### src/rtl/axi4lite2wb_bridge.sv
// AXI4-Lite slave to pipelined Wishbone master bridge. One transaction in flight,
// round-robin read/write arbitration, and a Wishbone timeout that returns SLVERR.
module axi4lite2wb_bridge #(
   parameter int unsigned ADDR_WIDTH     = 32,
   parameter int unsigned DATA_WIDTH     = 32,
   parameter int unsigned TIMEOUT_CYCLES = 255
) (
   input  logic                    CLK,
   input  logic                    RSTN,
   input  logic                    AWVALID,
   output logic                    AWREADY,
   input  logic [ADDR_WIDTH-1:0]   AWADDR,
   input  logic [2:0]              AWPROT,
   input  logic                    WVALID,
   output logic                    WREADY,
   input  logic [DATA_WIDTH-1:0]   WDATA,
   input  logic [DATA_WIDTH/8-1:0] WSTRB,
   output logic                    BVALID,
   input  logic                    BREADY,
   output logic [1:0]              BRESP,
   input  logic                    ARVALID,
   output logic                    ARREADY,
   input  logic [ADDR_WIDTH-1:0]   ARADDR,
   input  logic [2:0]              ARPROT,
   output logic                    RVALID,
   input  logic                    RREADY,
   output logic [DATA_WIDTH-1:0]   RDATA,
   output logic [1:0]              RRESP,
   output logic                    CYC,
   output logic                    STB,
   output logic                    WE,
   output logic [ADDR_WIDTH-1:0]   ADDR,
   output logic [DATA_WIDTH-1:0]   WB_WDATA,
   output logic [DATA_WIDTH/8-1:0] SEL,
   input  logic                    STALL,
   input  logic                    ACK,
   input  logic                    ERR,
   input  logic [DATA_WIDTH-1:0]   WB_RDATA
);

   localparam int unsigned SEL_WIDTH = DATA_WIDTH / 8;
   localparam int unsigned CNT_WIDTH = (TIMEOUT_CYCLES > 1) ? $clog2(TIMEOUT_CYCLES) : 1;
   localparam logic [CNT_WIDTH-1:0] CNT_LAST =
      CNT_WIDTH'((TIMEOUT_CYCLES > 0) ? TIMEOUT_CYCLES - 1 : 0);

   typedef enum logic [2:0] {StIdle, StWbReq, StWbWait, StBResp, StRResp} state_e;

   state_e                 state_q, state_d;
   logic                   aw_hold_q, aw_hold_d, w_hold_q, w_hold_d;
   logic [ADDR_WIDTH-1:0]  aw_addr_q, aw_addr_d;
   logic [DATA_WIDTH-1:0]  w_data_q, w_data_d;
   logic [SEL_WIDTH-1:0]   w_strb_q, w_strb_d;
   logic                   rd_prio_q, rd_prio_d;
   logic [CNT_WIDTH-1:0]   cnt_q, cnt_d;
   logic                   cyc_q, cyc_d, stb_q, stb_d, we_q, we_d;
   logic [ADDR_WIDTH-1:0]  addr_q, addr_d;
   logic [DATA_WIDTH-1:0]  wb_wdata_q, wb_wdata_d;
   logic [SEL_WIDTH-1:0]   sel_q, sel_d;
   logic                   bvalid_q, bvalid_d, rvalid_q, rvalid_d;
   logic [1:0]             bresp_q, bresp_d, rresp_q, rresp_d;
   logic [DATA_WIDTH-1:0]  rdata_q, rdata_d;

   logic rd_sel, aw_hs, w_hs, wb_done, wb_ok;
   logic [1:0] wb_resp;

   logic unused_prot;
   assign unused_prot = ^{AWPROT, ARPROT};

   always_comb begin
      state_d    = state_q;
      aw_hold_d  = aw_hold_q;
      w_hold_d   = w_hold_q;
      aw_addr_d  = aw_addr_q;
      w_data_d   = w_data_q;
      w_strb_d   = w_strb_q;
      rd_prio_d  = rd_prio_q;
      cnt_d      = cnt_q;
      cyc_d      = cyc_q;
      stb_d      = stb_q;
      we_d       = we_q;
      addr_d     = addr_q;
      wb_wdata_d = wb_wdata_q;
      sel_d      = sel_q;
      bvalid_d   = bvalid_q;
      rvalid_d   = rvalid_q;
      bresp_d    = bresp_q;
      rresp_d    = rresp_q;
      rdata_d    = rdata_q;
      rd_sel     = 1'b0;
      aw_hs      = 1'b0;
      w_hs       = 1'b0;
      wb_done    = 1'b0;
      wb_ok      = 1'b0;
      wb_resp    = 2'b00;
      AWREADY    = 1'b0;
      WREADY     = 1'b0;
      ARREADY    = 1'b0;

      unique case (state_q)
         StIdle: begin
            // A read only wins over a simultaneous write request when it holds priority.
            rd_sel  = ARVALID & ~aw_hold_q & ~w_hold_q & (rd_prio_q | (~AWVALID & ~WVALID));
            ARREADY = rd_sel;
            AWREADY = ~aw_hold_q & ~rd_sel;
            WREADY  = ~w_hold_q & ~rd_sel;
            aw_hs   = AWVALID & AWREADY;
            w_hs    = WVALID & WREADY;
            if (rd_sel) begin
               state_d = StWbReq;
               cyc_d   = 1'b1;
               stb_d   = 1'b1;
               we_d    = 1'b0;
               addr_d  = ARADDR;
               sel_d   = '1;
            end else begin
               if (aw_hs) begin
                  aw_hold_d = 1'b1;
                  aw_addr_d = AWADDR;
               end
               if (w_hs) begin
                  w_hold_d = 1'b1;
                  w_data_d = WDATA;
                  w_strb_d = WSTRB;
               end
               if ((aw_hold_q | aw_hs) & (w_hold_q | w_hs)) begin
                  state_d    = StWbReq;
                  cyc_d      = 1'b1;
                  stb_d      = 1'b1;
                  we_d       = 1'b1;
                  addr_d     = aw_hold_q ? aw_addr_q : AWADDR;
                  wb_wdata_d = w_hold_q ? w_data_q : WDATA;
                  sel_d      = w_hold_q ? w_strb_q : WSTRB;
               end
            end
         end
         StWbReq: begin
            if (!STALL) begin
               stb_d = 1'b0;
               cnt_d = '0;
               if (ACK | ERR) wb_done = 1'b1;
               else           state_d = StWbWait;
            end
         end
         StWbWait: begin
            if (ACK | ERR) begin
               wb_done = 1'b1;
            end else if (TIMEOUT_CYCLES != 0 && cnt_q == CNT_LAST) begin
               wb_done = 1'b1;
            end else begin
               cnt_d = cnt_q + 1'b1;
            end
         end
         StBResp: begin
            if (BREADY) begin
               bvalid_d  = 1'b0;
               aw_hold_d = 1'b0;
               w_hold_d  = 1'b0;
               rd_prio_d = 1'b1;
               state_d   = StIdle;
            end
         end
         StRResp: begin
            if (RREADY) begin
               rvalid_d  = 1'b0;
               rd_prio_d = 1'b0;
               state_d   = StIdle;
            end
         end
         default: state_d = StIdle;
      endcase

      // ERR dominates ACK; a timeout arrives here with neither asserted.
      if (wb_done) begin
         wb_ok   = ACK & ~ERR;
         wb_resp = wb_ok ? 2'b00 : 2'b10;
         cyc_d   = 1'b0;
         if (we_q) begin
            bvalid_d = 1'b1;
            bresp_d  = wb_resp;
            state_d  = StBResp;
         end else begin
            rvalid_d = 1'b1;
            rresp_d  = wb_resp;
            rdata_d  = wb_ok ? WB_RDATA : '0;
            state_d  = StRResp;
         end
      end
   end

   always_ff @(posedge CLK or negedge RSTN) begin
      if (!RSTN) begin
         state_q    <= StIdle;
         aw_hold_q  <= 1'b0;
         w_hold_q   <= 1'b0;
         aw_addr_q  <= '0;
         w_data_q   <= '0;
         w_strb_q   <= '0;
         rd_prio_q  <= 1'b0;
         cnt_q      <= '0;
         cyc_q      <= 1'b0;
         stb_q      <= 1'b0;
         we_q       <= 1'b0;
         addr_q     <= '0;
         wb_wdata_q <= '0;
         sel_q      <= '0;
         bvalid_q   <= 1'b0;
         rvalid_q   <= 1'b0;
         bresp_q    <= 2'b00;
         rresp_q    <= 2'b00;
         rdata_q    <= '0;
      end else begin
         state_q    <= state_d;
         aw_hold_q  <= aw_hold_d;
         w_hold_q   <= w_hold_d;
         aw_addr_q  <= aw_addr_d;
         w_data_q   <= w_data_d;
         w_strb_q   <= w_strb_d;
         rd_prio_q  <= rd_prio_d;
         cnt_q      <= cnt_d;
         cyc_q      <= cyc_d;
         stb_q      <= stb_d;
         we_q       <= we_d;
         addr_q     <= addr_d;
         wb_wdata_q <= wb_wdata_d;
         sel_q      <= sel_d;
         bvalid_q   <= bvalid_d;
         rvalid_q   <= rvalid_d;
         bresp_q    <= bresp_d;
         rresp_q    <= rresp_d;
         rdata_q    <= rdata_d;
      end
   end

   assign CYC      = cyc_q;
   assign STB      = stb_q;
   assign WE       = we_q;
   assign ADDR     = addr_q;
   assign WB_WDATA = wb_wdata_q;
   assign SEL      = sel_q;
   assign BVALID   = bvalid_q;
   assign BRESP    = bresp_q;
   assign RVALID   = rvalid_q;
   assign RRESP    = rresp_q;
   assign RDATA    = rdata_q;

endmodule

### config.mk
export PLATFORM = sky130hd
export DESIGN_NAME = axi4lite2wb_bridge
export DESIGN_NICKNAME = d
export VERILOG_FILES = /design/src/rtl/axi4lite2wb_bridge.sv
export SDC_FILE = /design/constraint.sdc
export NUM_CORES = 1
export LEC_CHECK = 0
export BUFFER_PORTS_ARGS = -buffer_cell sky130_fd_sc_hd__buf_4
export CORE_UTILIZATION = 40
export DETAILED_ROUTE_END_ITERATION = 12
export PLACE_DENSITY = 0.67
export SKIP_LAST_GASP = 1
export SLEW_MARGIN = 10
export SYNTH_ARGS = -nofsm -noshare
export SYNTH_HDL_FRONTEND = slang
export SYNTH_SLANG_ARGS = --single-unit
### constraint.sdc
create_clock -name CLK -period 1.9 [get_ports CLK]
set_input_delay 0.19 -clock CLK [delete_from_list [all_inputs] [get_ports CLK]]
set_output_delay 0.19 -clock CLK [all_outputs]
set_load 0.005 [all_outputs]
==> flow_summary.ini, run 1 <==
[status]
status = complete, but fails checks
violations = setup timing

[worst_hold_path]
hold_path_startpoint = WDATA[17]
min_path_type = in -> reg

[critical_path]
crit_end = RDATA[10]$_DFFE_PN0P_
reg2regPathDepth = 8
crit_chain = buf_6 > or4b_4 > buf_6 > a211oi_4 > buf_6 > buf_12 > buf_16 > a22o_1
crit_start = state_q[2]$_DFFE_PN0P_
r2r_slack_ns = -0.14
slowest_stage = or4b_4
r2r_end = RDATA[10]$_DFFE_PN0P_
critPathMaxFanout = 8
reg2reg_from = state_q[2]$_DFFE_PN0P_
slowest_delay_ns = 0.49
required_ns = 2.27
crit_top_cell = buf_6
critPathKind = reg -> reg
critPathCaptureType = flip-flop
start_kind = flip-flop
crit_arrival_ns = 2.41

[detailed_routing]
highest_layer = met4
via_per_inst = 5.28
drt_iter0_drc = 260
wire_per_inst_um = 20.3
ant_nets = 0
drt-pass1-iter-count = 4
met2WireLength_um = 13600
vias = 7157
drc = 0
drt-met1-wl_um = 11700
wl_met3_um = 1670
wl_um = 27500

[logic_synthesis]
synth-edff-count = 0
yosys.area.top_type = dfrtp_1
synth.avg_cell_area_um2 = 12.5
async_flop_share_pct = 100
ys_ff_latch = 189
synth-main-ff-cell = dfrtp_1
synth_cells = 679
ys_types = 56
yosysWarningCount = 0
syn_area_um2 = 8510
ys_seq_area_share_pct = 55.6
synth_area_leaders = dfrtp_1 (56%), mux2_2 (13%), mux2i_1 (8.4%)
synth_top_area_share_pct = 55.6

[timing]
final_hold_viol_count = 0
slew_headroom_pct = 58.1
rsz0062_at_grt = yes
period_share_pct = 108
tightest_slew_ns = 0.628
holdWs_ns = 0.0211
finalSetupViolCount = 118
fin_crit_ns = 2.04
fmax_ghz = 0.489
final_critical_path_setup_slack_ns = -0.144
finClkSkew_ns = 0.0126
final_max_slew_viol_count = 0

[clocking]
htreeDepth = 4
clockRootBuffer = clkbuf_16
cts_tree = built
cts_inserted_buffers = 17
cts_buffer_depth = 2
clk_pin_slew_ns = 0.07
cts.sink_count = 189
clock_latency_ns = 0.43

[cells_and_area]
final_common_cell = buf_4
layout-drive-gt1-share_pct = 52.5
area_growth_pct = 61.3
finalNetCount = 1222
n_fill_cell = 1572
layout_common_cells = buf_4 (277), dfrtp_1 (188), dlygate4sd3_1 (93), mux2i_1 (71), mux2_2 (57)

[pwr]
p_total_uw = 21100
peakVddDrop_mv = 1.01
power_density_nw_per_um2 = 1540
power.leakage_uw = 0.00670

[flow_run]
maxCapViolCount = 0

[floorplanning]
num_rows = 52
die_w_um = 148
io_pins = 260
die_area_um2 = 21900
fp.dieH_um = 148
start_util_pct = 41.4
core_um2 = 20600

[placed_design]
hpwl_um = 14400
port-buffer-count = 251
gp_congestion = 0.799

[grt]
grt_max_degree = 63
grt_overflow = 0
grt_pass1_wl_um = 37300
grt.total_usage_pct = 21.7
antenna_found_initial = 1
grt_pass1_vias = 7030
==> area by class of cell <==
cell class / instances / area, µm² / area share [%]
sequential: 189 / 4730 / 34.5
multi-input combinational: 441 / 4120 / 30.0
timing repair buffer: 418 / 3930 / 28.6
clock buffer: 18 / 439 / 3.20
tap: 270 / 338 / 2.46
clock inverter: 14 / 149 / 1.08
inverter: 5 / 18.8 / 0.137
antenna: 1 / 2.50 / 0.0182
==> synth_stat cells, drive strengths merged, types with 2 or more instances <==
| cell | n |
|---|---|
| dfrtp | 189 |
| mux2 | 101 |
| mux2i | 71 |
| o21ai | 69 |
| nand2 | 48 |
| nand3 | 38 |
| a22o | 33 |
| buf | 33 |
| clkbuf | 18 |
| nor2 | 13 |
| a21oi | 6 |
| inv | 5 |
| a2bb2oi | 4 |
| nand4 | 3 |
| nor3 | 3 |
| o211ai | 3 |
| o21a | 3 |
| or3 | 3 |
| xnor2 | 3 |
| a2111oi | 2 |
| a211oi | 2 |
| and4b | 2 |
| ha | 2 |
| nor3b | 2 |
| nor4b | 2 |
==> logic make-up after synthesis <==
| group | count (synthesis) | share of synthesized area (%) |
|---|---|---|
| flip-flops | 189 | 55.6 |
| multiplexers | 172 | 21.7 |
| AO/OA/AOI/OAI | 130 | 10.7 |
| AND/OR/NAND/NOR | 125 | 7.48 |
| buffers and inverters | 56 | 3.81 |
| XOR/XNOR | 4 | 0.412 |
| adder cells (fa/ha/maj) | 2 | 0.294 |
| other | 1 | 0.0441 |
==> worst min-delay path by stage <==
stage | to | slack [ns] | cells after the start
6_report | w_data_q[17]$_DFFE_PN0P_ | 0.02 | 2
5_1_grt | w_data_q[3]$_DFFE_PN0P_ | 0.005 | 2
4_1_cts | aw_addr_q[21]$_DFFE_PN0P_ | 0.002 | 2
3_5_place_dp | WB_WDATA[25]$_DFFE_PN0P_ | 0.14 | 1
3_3_place_gp | w_data_q[24]$_DFFE_PN0P_ | 0.14 | 1
2_1_floorplan | ADDR[0]$_DFFE_PN0P_ | -0.11 | 0
==> stage by stage <==
step,setup WS [ns],util [%],instances,area [µm²],TNS (ns)
after detailed placement,-0.113,52.8,1188,10900,-2.47
after global placement,-0.0501,52.8,1188,10900,-0.785
after CTS,-0.100,61.1,1325,12600,-1.58
after floorplan,-0.0235,-,680,8520,-0.287
after global routing,-0.208,66.8,1356,13700,-13.61
final,-0.144,66.8,1356,13700,-6.03
==> sequential cells by signal, summed over array words and instances, names as in the netlist, 3 cells and up <==
name       cells
cnt_q          8
ADDR          32
SEL            4
WB_WDATA      32
RDATA         32
w_strb_q       4
w_data_q      32
aw_addr_q     32
state_q        3
==> worst max-delay path: cells and delay by family (launching register included) <==
kind	cells	cell delay (ns)
AOI/OAI and AO/OA	2	0.41
buffers and inverters	5	0.66
DFF	1	0.41
and+or+nand+nor	1	0.49
==> timing repair <==
action / 4_1_cts / 5_1_grt
hold buffers: 93 / 0
buffers inserted: 7 / 5
pin swaps: 2 / 61
hold endpoints to repair: 126 / 0
resized for setup: 11 / 216
cloned: 5 / 25
endpoints found under the setup margin: 123 / 170
==> routing by layer <==
layer,vias up,track usage (%)
li1,3268,-
met1,3622,27.9
met2,233,36.0
met3,34,5.46
met4,0,6.80
met5,-,0
==> where the power goes <==
| part | internal [µW] | switching [µW] | leakage (µW) |
|---|---|---|---|
| sequential | 5810 | 1180 | 0.00235 |
| combinational | 5950 | 4520 | 0.00407 |
| clock | 1900 | 1720 | 0.000289 |
Power figures use the tool's default switching activity.
==> run 2, diff against run 1 <==
--- a/config.mk
+++ b/config.mk
@@ -6,6 +6,7 @@
 export NUM_CORES = 1
 export LEC_CHECK = 0
 export BUFFER_PORTS_ARGS = -buffer_cell sky130_fd_sc_hd__buf_4
+export CORE_ASPECT_RATIO = 2
 export CORE_UTILIZATION = 40
 export DETAILED_ROUTE_END_ITERATION = 12
 export PLACE_DENSITY = 0.67
==> flow_summary.ini, run 2 (synthesis gave the netlist of run 1 again) <==
[status]
status = complete, no violations

[clocking]
cts_inserted_buffers = 17
clockRootBuffer = clkbuf_16
cts.sink_count = 189
clk_pin_slew_ns = 0.07
htreeDepth = 4
cts_buffer_depth = 2
clock_latency_ns = 0.45
cts_tree = built

[timing]
finalSetupViolCount = 0
slew_headroom_pct = 56.0
rsz0062_at_grt = yes
holdWs_ns = 0.0199
tightest_slew_ns = 0.660
fmax_ghz = 0.536
final_critical_path_setup_slack_ns = 0.0328
period_share_pct = 98.3
fin_crit_ns = 1.87
final_hold_viol_count = 0
finClkSkew_ns = 0.0111
final_max_slew_viol_count = 0

[detailed_routing]
wire_per_inst_um = 18.7
drt_iter0_drc = 201
drt-pass1-iter-count = 7
drc = 0
vias = 6865
wl_um = 25000
ant_nets = 0
via_per_inst = 5.13

[grt]
antenna_found_initial = 0
grt.total_usage_pct = 22.3
grt_pass1_wl_um = 37500
grt_overflow = 0
grt_pass1_vias = 7344
grt_max_degree = 78

[placed_design]
gp_congestion = 0.835
hpwl_um = 15600
port-buffer-count = 251
dp_slack_ns = -0.0179

[cells_and_area]
final_util_pct = 61.1
n_fill_cell = 1671
final_common_cell = buf_4
finalNetCount = 1206
layout-drive-gt1-share_pct = 43.1
area_growth_pct = 50.2
layout_common_cells = buf_4 (279), dfrtp_1 (185), dlygate4sd3_1 (104), mux2_2 (99), mux2i_1 (71)
diodes = 0

[critical_path]
r2r_end = RDATA[0]$_DFFE_PN0P_
crit_arrival_ns = 2.20
required_ns = 2.23
reg2regPathDepth = 5
start_kind = flip-flop
r2r_slack_ns = 0.03
critPathCaptureType = flip-flop
reg2reg_from = state_q[2]$_DFFE_PN0P_
critPathKind = reg -> reg
critPathMaxFanout = 24

[floorplanning]
io_pins = 260
die_w_um = 105
die_area_um2 = 21900
num_rows = 75
fp.dieH_um = 208
core_um2 = 20900
start_util_pct = 40.7

[pwr]
p_sw_share_pct = 32.9
p_int_uw = 12500
power_frac_clock_pct = 19.2
power.leakage_uw = 0.00624
p_sw_uw = 6120
power_density_nw_per_um2 = 1450
peakVddDrop_mv = 0.836
p_seq_share_pct = 36.5
pwr-share-comb_pct = 44.3

[worst_hold_path]
hold_path_startpoint = ARADDR[21]
holdPathStages = 3
min_path_type = in -> reg
hold_end = ADDR[21]$_DFFE_PN0P_

[flow_run]
maxCapViolCount = 0
-- run 2: worst max-delay path, stage by stage (launching register included) --
cell	delay (ns)
dfrtp_2	0.45
or4b_4	0.57
a21oi_4	0.19
o21bai_4	0.12
buf_12	0.17
a22o_2	0.25
-- run 2: repair_timing --
action                                  4_1_cts  5_1_grt
endpoints found under the setup margin       40      148
buffers inserted                              4        6
hold buffers                                104        0
gates cloned                                  1        8
hold endpoints to repair                    145        0
gates resized for setup                       4       16
pin swaps                                     2        5
-- run 2: worst max path at each step --
| stage | startpoint | to | depth (start not counted) |
|---|---|---|---|
| after floorplan | state_q[1]$_DFFE_PN0P_ | RDATA[22]$_DFFE_PN0P_ | 7 |
| after global placement | state_q[0]$_DFFE_PN0P_ | RDATA[1]$_DFFE_PN0P_ | 5 |
| after detailed placement | state_q[0]$_DFFE_PN0P_ | RDATA[1]$_DFFE_PN0P_ | 5 |
| after CTS | w_hold_q$_DFFE_PN0P_ | ADDR[8]$_DFFE_PN0P_ | 4 |
| after global routing | state_q[2]$_DFFE_PN0P_ | WB_WDATA[29]$_DFFE_PN0P_ | 4 |
| final | state_q[2]$_DFFE_PN0P_ | RDATA[0]$_DFFE_PN0P_ | 5 |
-- run 2: routing by layer --
metal | wire length (µm) | global-route usage, % | vias up
met5 | 0 | 0 | -
met3 | 971 | 4.48 | 60
met2 | 13900 | 41.2 | 224
met4 | 1020 | 12.5 | 0
li1 | - | - | 3202
met1 | 9160 | 23.1 | 3379
-- run 2: metrics by stage --
stage / setup TNS (ns) / std cells / cell area [µm²] / power (µW)
global placement: -0.0656 / 1183 / 10800 / 14100
global route: -0.457 / 1338 / 12800 / 19800
CTS: -0.00181 / 1324 / 12500 / 18200
detailed placement: -0.122 / 1183 / 10800 / 14300
finish: 0 / 1338 / 12800 / 18600
floorplan: -0.287 / 680 / 8520 / 11200
-- run 2: power groups by stage --
stage                     logic [µW]  registers (µW)  clock network, µW
after detailed placement        7510            6830                  0
after global placement          7320            6760                  0
after global routing            8950            7010               3800
final                           8230            6790               3560
after floorplan                 4460            6690                  0
after CTS                       7780            6790               3650
-- run 2: cell type report --
class	instances	area, µm²	area share [%]
clock buffers	22	464	3.63
inverters	5	18.8	0.147
multi-input cells	437	3540	27.7
repair buffers	406	3570	28.0
flip-flops and latches	189	4730	37.0
clock inverters	10	115	0.901
well taps	269	337	2.63
==> run 3, diff against run 2 <==
--- a/config.mk
+++ b/config.mk
@@ -8,6 +8,7 @@
 export BUFFER_PORTS_ARGS = -buffer_cell sky130_fd_sc_hd__buf_4
 export CORE_ASPECT_RATIO = 2
 export CORE_UTILIZATION = 40
+export CTS_BUF_LIST = sky130_fd_sc_hd__clkbuf_2 sky130_fd_sc_hd__clkbuf_4 sky130_fd_sc_hd__clkbuf_8
 export DETAILED_ROUTE_END_ITERATION = 12
 export PLACE_DENSITY = 0.67
 export SKIP_LAST_GASP = 1
==> flow_summary.ini, run 3 (synthesis gave the netlist of run 1 again) <==
[critical_path]
r2r_slack_ns = -0.03
reg2reg_from = state_q[1]$_DFFE_PN0P_
slowest_stage = or4b_4
critPathTopFamily = simple AND/OR/NAND/NOR gates
r2r_end = RDATA[0]$_DFFE_PN0P_
required_ns = 2.28
crit_end = RDATA[0]$_DFFE_PN0P_
critPathCaptureType = flip-flop
slowest_delay_ns = 0.62
crit_start = state_q[1]$_DFFE_PN0P_
critPathKind = reg -> reg
crit_buf_inv = 1
reg2regPathDepth = 5
critPathMaxFanout = 24
cp.depth = 5
start_kind = flip-flop
crit_arrival_ns = 2.31
crit_chain = or4b_4 > a21oi_4 > o21bai_4 > buf_12 > a22o_2

[cells_and_area]
final_util_pct = 62.0
layout-drive-gt1-share_pct = 42.9
multi_input_area_um2 = 3570
area_growth_pct = 52.6
layout_common_cells = buf_4 (281), dfrtp_1 (184), dlygate4sd3_1 (134), mux2_2 (99), mux2i_1 (71)
finalNetCount = 1243
regArea_um2 = 4740
instances_no_fill = 1375
final_common_cell = buf_4
diodes = 0
n_fill_cell = 1648

[pwr]
power.leakage_uw = 0.00633
peakVddDrop_mv = 0.767
p_total_uw = 17900
power_density_nw_per_um2 = 1380

[detailed_routing]
via_per_inst = 5.12
wl_um = 25800
wire_per_inst_um = 18.8
ant_nets = 0
drt-pass1-iter-count = 6
drt_iter0_drc = 210
drc = 0
vias = 7034

[clocking]
cts_inserted_buffers = 17
clockRootBuffer = clkbuf_8
htreeDepth = 4
cts_tree = built
clock_latency_ns = 0.49
cts_buffer_depth = 2
clk_pin_slew_ns = 0.09
cts.sink_count = 189

[timing]
fmax_ghz = 0.519
finalSetupViolCount = 9
final_critical_path_setup_slack_ns = -0.0285
finClkSkew_ns = 0.0131
final_hold_viol_count = 0
final_max_slew_viol_count = 0
fin_crit_ns = 1.93
setup-tns-final_ns = -0.0952
tightest_slew_ns = 0.663
period_share_pct = 102
rsz0062_at_grt = yes
slew_headroom_pct = 55.8

[grt]
grt_pass1_vias = 7540
grt_pass1_wl_um = 38300
grt.total_usage_pct = 22.8
grt_overflow = 0
grt_max_degree = 78
antenna_found_initial = 0

[status]
status = complete, but fails checks
violations = setup timing

[flow_run]
maxCapViolCount = 0

[placed_design]
hpwl_um = 15600
dp_cells = 1183
port-buffer-count = 251
dp_slack_ns = -0.0179
gp_congestion = 0.835

[floorplanning]
die_area_um2 = 21900
start_util_pct = 40.7
die_w_um = 105
fp.dieH_um = 208
core_um2 = 20900
num_rows = 75
io_pins = 260

[worst_hold_path]
min_path_type = in -> reg
[run 3: cell count changes in the layout (fill, tap and decap cells not counted), moves of 2 or more]
cell           delta
dlygate4sd3_1    +30
clkbuf_16        -18
clkbuf_8         +17
buf_6             +4
clkbuf_1          -3
clkbuf_4          +3
buf_4             +2
o21ai_1           -2
[run 3: how the worst min path moves through the flow]
stage	slack, ns	endpoint	start	cells past startpoint
2_1_floorplan	-0.11	ADDR[0]$_DFFE_PN0P_	RSTN	0
3_3_place_gp	0.18	WB_WDATA[7]$_DFFE_PN0P_	RSTN	1
3_5_place_dp	0.18	ADDR[17]$_DFFE_PN0P_	RSTN	1
4_1_cts	0.002	state_q[1]$_DFFE_PN0P_	BREADY	3
5_1_grt	0.05	state_q[1]$_DFFE_PN0P_	BREADY	3
6_report	0.03	state_q[1]$_DFFE_PN0P_	BREADY	3
[run 3: area by class of cell]
cell class                 count  share of cell area, %
inverter                       5                  0.145
multi-input combinational    438                   27.5
clock buffer                  22                   2.19
clock inverter                10                  0.887
timing repair buffer         442                   30.2
sequential                   189                   36.5
tap                          269                   2.59
[run 3: power breakdown]
part	leakage, µW	internal (µW)	total [µW]	switching (µW)
registers	0.00234	5800	6800	1000
clock network	0.000199	1280	2730	1460
logic	0.00379	4710	8370	3650
total	0.00633	11800	17900	6110
[run 3: repair_timing]
| item | 4_1_cts | 5_1_grt |
|---|---|---|
| pin swaps | 2 | 10 |
| hold buffers | 134 | 0 |
| gates cloned | 1 | 9 |
| hold endpoints to repair | 208 | 0 |
| buffers inserted | 10 | 6 |
| gates resized for setup | 7 | 25 |
| endpoints found under the setup margin | 42 | 154 |
[run 3: per-stage QoR]
stage / cell area [µm²] / hold slack (ns)
after floorplan: 8520 / -0.106
after global placement: 10800 / 0.178
after detailed placement: 10800 / 0.182
after global routing: 13000 / 0.0489
final: 13000 / 0.0298
after CTS: 12700 / 0.00249
[run 3: worst reg2reg max path: cells and delay by family (launching register included)]
kind	cells	cell delay, ns
compound gates	3	0.58
buf+inv	1	0.18
flops	1	0.45
simple gates	1	0.62
[run 3: metal layers]
layer | up-vias | global-route usage (%) | part of all wire, %
li1 | 3272 | - | -
met4 | 0 | 12.0 | 3.7
met5 | - | 0 | 0
met2 | 227 | 42.6 | 56
met3 | 60 | 4.42 | 4.1
met1 | 3475 | 23.5 | 36
